### config.mk
export PLATFORM = sky130hd
export DESIGN_NAME = decode_stage
export DESIGN_NICKNAME = d
export VERILOG_FILES = /design/src/rtl/decode_stage.sv
export SDC_FILE = /design/constraint.sdc
export NUM_CORES = 1
export LEC_CHECK = 0
export CAP_MARGIN = 0
export CORE_MARGIN = 1.5
export CORE_UTILIZATION = 40
export DETAILED_ROUTE_END_ITERATION = 10
export GPL_ROUTABILITY_DRIVEN = 0
export GPL_TIMING_DRIVEN = 0
export HOLD_SLACK_MARGIN = 0.02
export PLACE_DENSITY = 0.72
export SYNTH_ARGS = -nofsm -noshare
export SYNTH_HDL_FRONTEND = slang
export SYNTH_SLANG_ARGS = --single-unit
### constraint.sdc
create_clock -name clk -period 2.2 [get_ports clk]
set_input_delay 0.33 -clock clk [delete_from_list [all_inputs] [get_ports clk]]
set_output_delay 0.33 -clock clk [all_outputs]
set_load 0.03 [all_outputs]
### src/rtl/decode_stage.sv
// decode_stage: pipelined field decode with valid/ready and 1-entry skid.
// Option: DECODE_ILLEGAL_CHECK_EN adds a registered illegal-opcode flag.
module decode_stage #(
    parameter int INSTR_W = 32,
    parameter int OPC_W   = 7,
    parameter int REG_W   = 5,
    parameter int DATA_W  = 32,
    parameter int NUM_OPS = 64,
    parameter int CNT_W   = 16
) (
    input  logic               clk,
    input  logic               rst_n,
    input  logic               in_valid,
    output logic               in_ready,
    input  logic [INSTR_W-1:0] instr_in,
    input  logic               flush,
    output logic               out_valid,
    input  logic               out_ready,
    output logic [OPC_W-1:0]   operation,
    output logic [REG_W-1:0]   r1,
    output logic [REG_W-1:0]   r2,
    output logic [REG_W-1:0]   r3,
    output logic [DATA_W-1:0]  L,
    output logic [DATA_W-1:0]  shamt,
    output logic [DATA_W-1:0]  imm_addr,
    output logic               illegal,
    output logic [CNT_W-1:0]   instr_cnt
);
    localparam int LW = INSTR_W - OPC_W;
    localparam int SW = LW - REG_W;
    localparam int IW = LW - 2 * REG_W;

    typedef struct packed {
        logic [OPC_W-1:0]  op;
        logic [REG_W-1:0]  r1;
        logic [REG_W-1:0]  r2;
        logic [REG_W-1:0]  r3;
        logic [DATA_W-1:0] l;
        logic [DATA_W-1:0] sh;
        logic [DATA_W-1:0] im;
    } fields_t;

    typedef enum logic [1:0] {EMPTY, ONE, TWO} state_t;

    state_t  state;
    fields_t dec;
    fields_t out_q;
    fields_t skid_q;

    logic signed [LW-1:0] l_raw;
    logic        [SW-1:0] sh_raw;
    logic signed [IW-1:0] im_raw;

    logic accept;
    logic emit;
    logic ld_new;
    logic ld_mv;
    logic ld_skid;

    assign accept = in_valid & in_ready;
    assign emit   = out_valid & out_ready;

    // Output register takes the new word when nothing older is waiting
    assign ld_new  = !flush && accept &&
                     (state == EMPTY || (state == ONE && emit));
    assign ld_mv   = !flush && state == TWO && emit;
    assign ld_skid = !flush && accept && state == ONE && !emit;

    // Split the incoming word into fields and extend immediates
    always_comb begin
        l_raw  = instr_in[LW-1:0];
        sh_raw = instr_in[SW-1:0];
        im_raw = instr_in[IW-1:0];
        dec    = '0;
        dec.op = instr_in[INSTR_W-1 -: OPC_W];
        dec.r1 = instr_in[LW-1 -: REG_W];
        dec.r2 = instr_in[LW-REG_W-1 -: REG_W];
        dec.r3 = instr_in[LW-2*REG_W-1 -: REG_W];
        dec.l  = DATA_W'(l_raw);
        dec.sh = DATA_W'(sh_raw);
        dec.im = DATA_W'(im_raw);
    end

    // Occupancy FSM with registered handshake outputs and emit counter
    always_ff @(posedge clk or negedge rst_n) begin
        if (!rst_n) begin
            state     <= EMPTY;
            out_valid <= 1'b0;
            in_ready  <= 1'b1;
            instr_cnt <= '0;
        end else begin
            if (emit)
                instr_cnt <= instr_cnt + CNT_W'(1);
            if (flush) begin
                state     <= EMPTY;
                out_valid <= 1'b0;
                in_ready  <= 1'b1;
            end else begin
                unique case (state)
                    EMPTY: if (accept) begin
                        state     <= ONE;
                        out_valid <= 1'b1;
                    end
                    ONE: if (accept && !emit) begin
                        state    <= TWO;
                        in_ready <= 1'b0;
                    end else if (emit && !accept) begin
                        state     <= EMPTY;
                        out_valid <= 1'b0;
                    end
                    TWO: if (emit) begin
                        state    <= ONE;
                        in_ready <= 1'b1;
                    end
                    default: begin
                        state     <= EMPTY;
                        out_valid <= 1'b0;
                        in_ready  <= 1'b1;
                    end
                endcase
            end
        end
    end

    // Field datapath: output register and skid buffer
    always_ff @(posedge clk or negedge rst_n) begin
        if (!rst_n) begin
            out_q  <= '0;
            skid_q <= '0;
        end else begin
            if (ld_new)
                out_q <= dec;
            else if (ld_mv)
                out_q <= skid_q;
            if (ld_skid)
                skid_q <= dec;
        end
    end

    assign operation = out_q.op;
    assign r1        = out_q.r1;
    assign r2        = out_q.r2;
    assign r3        = out_q.r3;
    assign L         = out_q.l;
    assign shamt     = out_q.sh;
    assign imm_addr  = out_q.im;

`ifdef DECODE_ILLEGAL_CHECK_EN
    logic ill_in;
    logic ill_q;
    logic ill_skid;

    assign ill_in = 32'(dec.op) >= 32'(NUM_OPS);

    // Illegal flag follows its instruction through both registers
    always_ff @(posedge clk or negedge rst_n) begin
        if (!rst_n) begin
            ill_q    <= 1'b0;
            ill_skid <= 1'b0;
        end else begin
            if (ld_new)
                ill_q <= ill_in;
            else if (ld_mv)
                ill_q <= ill_skid;
            if (ld_skid)
                ill_skid <= ill_in;
        end
    end

    assign illegal = ill_q & out_valid;
`else
    assign illegal = 1'b0;
`endif

endmodule

---- After elaboration in Yosys (flattened, before gate mapping) ----
Cells that the tools add are included.
word-level totals
  bits in writable memories ............... 0
  ROM bits ................................ 0
  bits in latches ......................... 0
  flip-flop bits (word level) ............. 220
  output and inout port bits .............. 137
  input bits .............................. 37
  memories ................................ 0
  word-level logic and storage cells ...... 66
operators by class
  div/mod/pow operators ................... 0
  shift operators ......................... 0
  add/sub/neg operators ................... 1
  bitwise operators ....................... 2
  multipliers ............................. 0
  equality and inequality tests ........... 10
  muxes and demuxes ....................... 17
  reduce and logical (&&, ||, !) cells .... 18
  order comparisons ....................... 0
operators with widths
  kind                                                                     count
  118-bit 2-to-1 mux                                                       2
  16-bit by 1-bit adder with 16-bit output, second input constant          1
  2-bit 2-to-1 mux                                                         5
  1-bit logical AND                                                        9
  3-bit inequality test, second input constant                             3
  1-bit 2-to-1 mux                                                         7
  3-bit by 2-bit inequality test with 1-bit output, second input constant  2
  1-bit case mux with 3 select lines                                       2
  2-bit case mux with 3 select lines                                       1
  3-bit AND reduction                                                      2
  2-bit inequality test, second input constant                             2
  4-bit by 2-bit inequality test with 1-bit output, second input constant  1
  4-bit AND reduction                                                      1
  1-bit zero test                                                          3
  1-bit AND                                                                2
  2-bit by 1-bit == test with 1-bit output, second input constant          1
  2-bit == test, second input constant                                     1
  2-bit zero test                                                          1
  2-bit nonzero test                                                       1
  1-bit logical OR                                                         1

---- Depth between registers and ports, before layout ----
  word-level depth ........................ 7
  mapped depth ............................ 7
  depth with buffers taken out ............ 5

---- Worst setup path after synthesis ----
No wires, ideal clock.
  kind .................................... register to register
  start ................................... reg out_valid
  end ..................................... reg skid_q[103] (netlist bit)
  buffers on the path ..................... 2
  stages on the path, launching flop included .. 7
  data arrival time ....................... 1.837 ns
  data required time ...................... 2.075 ns
  slack ................................... 0.238 ns
  library setup time ...................... 0.125 ns
  clock period less this slack ............ 1.962 ns
  cells stage by stage .................... dfrtp_1 nand2_4 nand2_4 or4_4 buf_6 buf_12 mux2_4
on the way
  cells in the longest elaborated chain, start to end .. 3
ends and longest elaborated chain
  item                    RTL line  source
  start, declared         17        output logic out_valid,
  start signal, assigned  88        out_valid <= 1'b0;
  start signal, assigned  96        out_valid <= 1'b0;
  start signal, assigned  102       out_valid <= 1'b1;
  1-bit AND               61        assign emit = out_valid & out_ready;
  1-bit zero test         67        assign ld_skid = !flush && accept && state == ONE && !emit;
  1-bit logical AND       67
  end signal, assigned    129       skid_q <= '0;
  end signal, assigned    136       skid_q <= dec;
  end, declared           48        fields_t skid_q;
Every way passes these cells.
A chain may end at the register's enable or synchronous reset.

==> metrics.cfg <==
[setup_path]
critPathKind=flop to output pin
cp.arrival_ns=1.75
critical_path_peak_fanout=22
critPathLaunchType=flop
worst_setup_path_end_kind=output pin
crit_required_ns=1.87

[yosys]
number_of_synthesized_flops_with_an_enable_pin=0
syn-instance-count=385
yosys_warnings=0
seq_area_frac_synth=0.478
netlist_area_um2=4400
syn_avg_cell_area_um2=11.4
async_flop_share=1.00
synth_cell_types=38
postSynth.topFlopCell=sky130_fd_sc_hd__dfrtp_1
postSynthRegisterBits=84

[global_routing]
grt_use_met3=0.0536
grt_pass1_vias=3273
gr-max-usage-layer=met2
grt_overflow_total=0
groute.layer.met1.usage=0.230
grt_usage=0.177
grt_use_met2=0.281
grt_first_pass_wirelength_um=16200
grt_antenna_before_repair=0
grt_max_degree=64

[final_layout]
design.final.nets=607
flow.area_growth_from_synthesis_pct=46.9
insertedDiodeCount=0
layout-drive-gt1-share=0.268
layoutNonFillerInstCount=714
layout.cells.most_common=sky130_fd_sc_hd__clkdlybuf4s50_1
layout.cells.most_common_list=158 x sky130_fd_sc_hd__clkdlybuf4s50_1, 88 x sky130_fd_sc_hd__buf_4, 82 x sky130_fd_sc_hd__dfrtp_1

[route]
wire_per_inst_um=14.1
dr.first_iter.drc_count=116
total_wirelength_um=10100
routed_via_density=4.59
drc=0
vias=3277
antenna_left=0
drtPass1Iterations=4

[min_path]
timing.hold.worst.class=input port to flop

[timing]
max_slew_margin=0.604
finalSetupViolCount=0
worstMarginPinSlew_ns=0.589
post-route-min-period_ns=2.08
slew_violations=0
fmaxAchievable_mhz=482
skew_ns=0.0105
setup-tns-final_ns=0
final-hold-violation-count=0
rsz_0062_raised_after_global_routing=no
hold-worst-slack_ns=0.387
post-route-period-util=0.943

[floorplan]
initial_utilization=0.408
die_area_um2=11600
ios=174
die-height_um=108
core_um2=10800
die_x_um=108
std_cell_rows=38

[pwr]
power_density_nw_per_um2=1220
total_leakage_power_nw=3.04
vdd.ir_drop.worst_uv=630

[placement]
placed_cells=697
dp_hpwl_um=7270
port_buffers=159

[clocking]
cts.sink_count=84
tritoncts=built
cts.path.max_buffers=2
numCtsBuffers=9
ctsRootBufferMaster=sky130_fd_sc_hd__clkbuf_8
path_clk_slew_ns=0.09
htree_levels=3
clock_latency_ns=0.35

[run_status]
run_status=finished clean

[flow_run]
drv.max_cap_violation_count=0

## synthesized netlist by cell type, types with 2 or more instances
library cell | count | area share
sky130_fd_sc_hd__nand3b_1 | 2 | 0.0034
sky130_fd_sc_hd__a21oi_1 | 33 | 0.038
sky130_fd_sc_hd__nand3_1 | 9 | 0.010
sky130_fd_sc_hd__buf_4 | 87 | 0.15
sky130_fd_sc_hd__and3_1 | 3 | 0.0043
sky130_fd_sc_hd__xor2_1 | 3 | 0.0060
sky130_fd_sc_hd__nor2_1 | 4 | 0.0034
sky130_fd_sc_hd__a2bb2oi_1 | 32 | 0.064
sky130_fd_sc_hd__mux2_4 | 30 | 0.10
sky130_fd_sc_hd__inv_1 | 2 | 0.0017
sky130_fd_sc_hd__xnor2_1 | 12 | 0.024
sky130_fd_sc_hd__nand2_1 | 36 | 0.031
sky130_fd_sc_hd__nand4_1 | 4 | 0.0057
sky130_fd_sc_hd__dfrtp_1 | 83 | 0.47
sky130_fd_sc_hd__buf_12 | 3 | 0.014
sky130_fd_sc_hd__nor3_1 | 4 | 0.0045
sky130_fd_sc_hd__nand2_4 | 2 | 0.0051
sky130_fd_sc_hd__clkbuf_1 | 14 | 0.012
sky130_fd_sc_hd__mux2_2 | 3 | 0.0077
## kinds of logic (layout without fill, tap and decap cells)
| group | count (synthesis) | count (layout) | share of synthesized area |
|---|---|---|---|
| AO/OA/AOI/OAI | 71 | 71 | 0.116 |
| XOR/XNOR | 15 | 15 | 0.0298 |
| adder cells (fa/ha/maj) | 1 | 1 | 0.00284 |
| buffers and inverters | 109 | 286 | 0.182 |
| flip-flops | 84 | 84 | 0.478 |
| multiplexers | 34 | 34 | 0.112 |
| other | 1 | 13 | 0.000851 |
| AND/OR/NAND/NOR | 70 | 70 | 0.0784 |
## registers in the layout (all words and copies together), names as in the netlist
signal and count:
in_ready 1, r2 4, operation 7, state 2, out_valid 1, r3 4, instr_cnt 16, L 13
skid_q 32, r1 4
## through the flow
step | instance area (µm²) | setup WS [ns] | total power [W] | util
2_1_floorplan | 4450 | 0.238 | 0.00521 | -
3_3_place_gp | 6220 | -2.18 | 0.00672 | 0.576
3_5_place_dp | 6240 | -0.310 | 0.00682 | 0.578
4_1_cts | 6460 | 0.0730 | 0.00799 | 0.599
5_1_grt | 6470 | 0.00854 | 0.00834 | 0.599
6_report | 6470 | 0.125 | 0.00791 | 0.599
## routing by layer
metal | routed length [µm] | share of wire | vias up
met1 | 4510 | 0.45 | 1539
met3 | 841 | 0.084 | 10
met5 | 0 | 0 | -
li1 | - | - | 1595
met2 | 4580 | 0.46 | 133
met4 | 129 | 0.013 | 0
## timing repair
| item | CTS | global route |
|---|---|---|
| endpoints found under the setup margin | 21 | 27 |
| buffers inserted | 0 | 0 |
| hold buffers | 1 | 0 |
| hold endpoints to repair | 21 | 0 |
| gates resized for setup | 1 | 5 |
## final timing paths
check / start / end / slack (ns) / depth (start not counted)
max in group asynchronous: rst_n / in_ready / 1.15 / 3
max reg2reg: in_ready / r3[1] / 0.19 / 5
min: flush / in_ready / 0.39 / 2
min in group asynchronous: rst_n / L[6] / 0.41 / 2
max: L[14] / imm_addr[17] / 0.12 / 2
min reg2reg: instr_cnt[15] / instr_cnt[15] / 0.48 / 1
## final cells by class
class	instances	area (µm²)
Clock inverter	6	71.3
Sequential cell	84	2100
Timing Repair Buffer	161	1630
Buffer	107	798
Multi-Input combinational cell	204	1550
Inverter	2	7.51
Tap cell	140	175
Clock buffer	10	138
Fill cell	884	4320
## critical path, stage by stage (launching register included)
cell	delay, ns
sky130_fd_sc_hd__dfrtp_2	0.57
sky130_fd_sc_hd__buf_4	0.17
sky130_fd_sc_hd__clkdlybuf4s50_1	0.67
## where the power goes
group,internal [W],switching (W)
logic,0.00220,0.00207
clock network,0.000566,0.000572
registers,0.00206,0.000442
total,0.00482,0.00309
(Power assumes the default switching activity.)
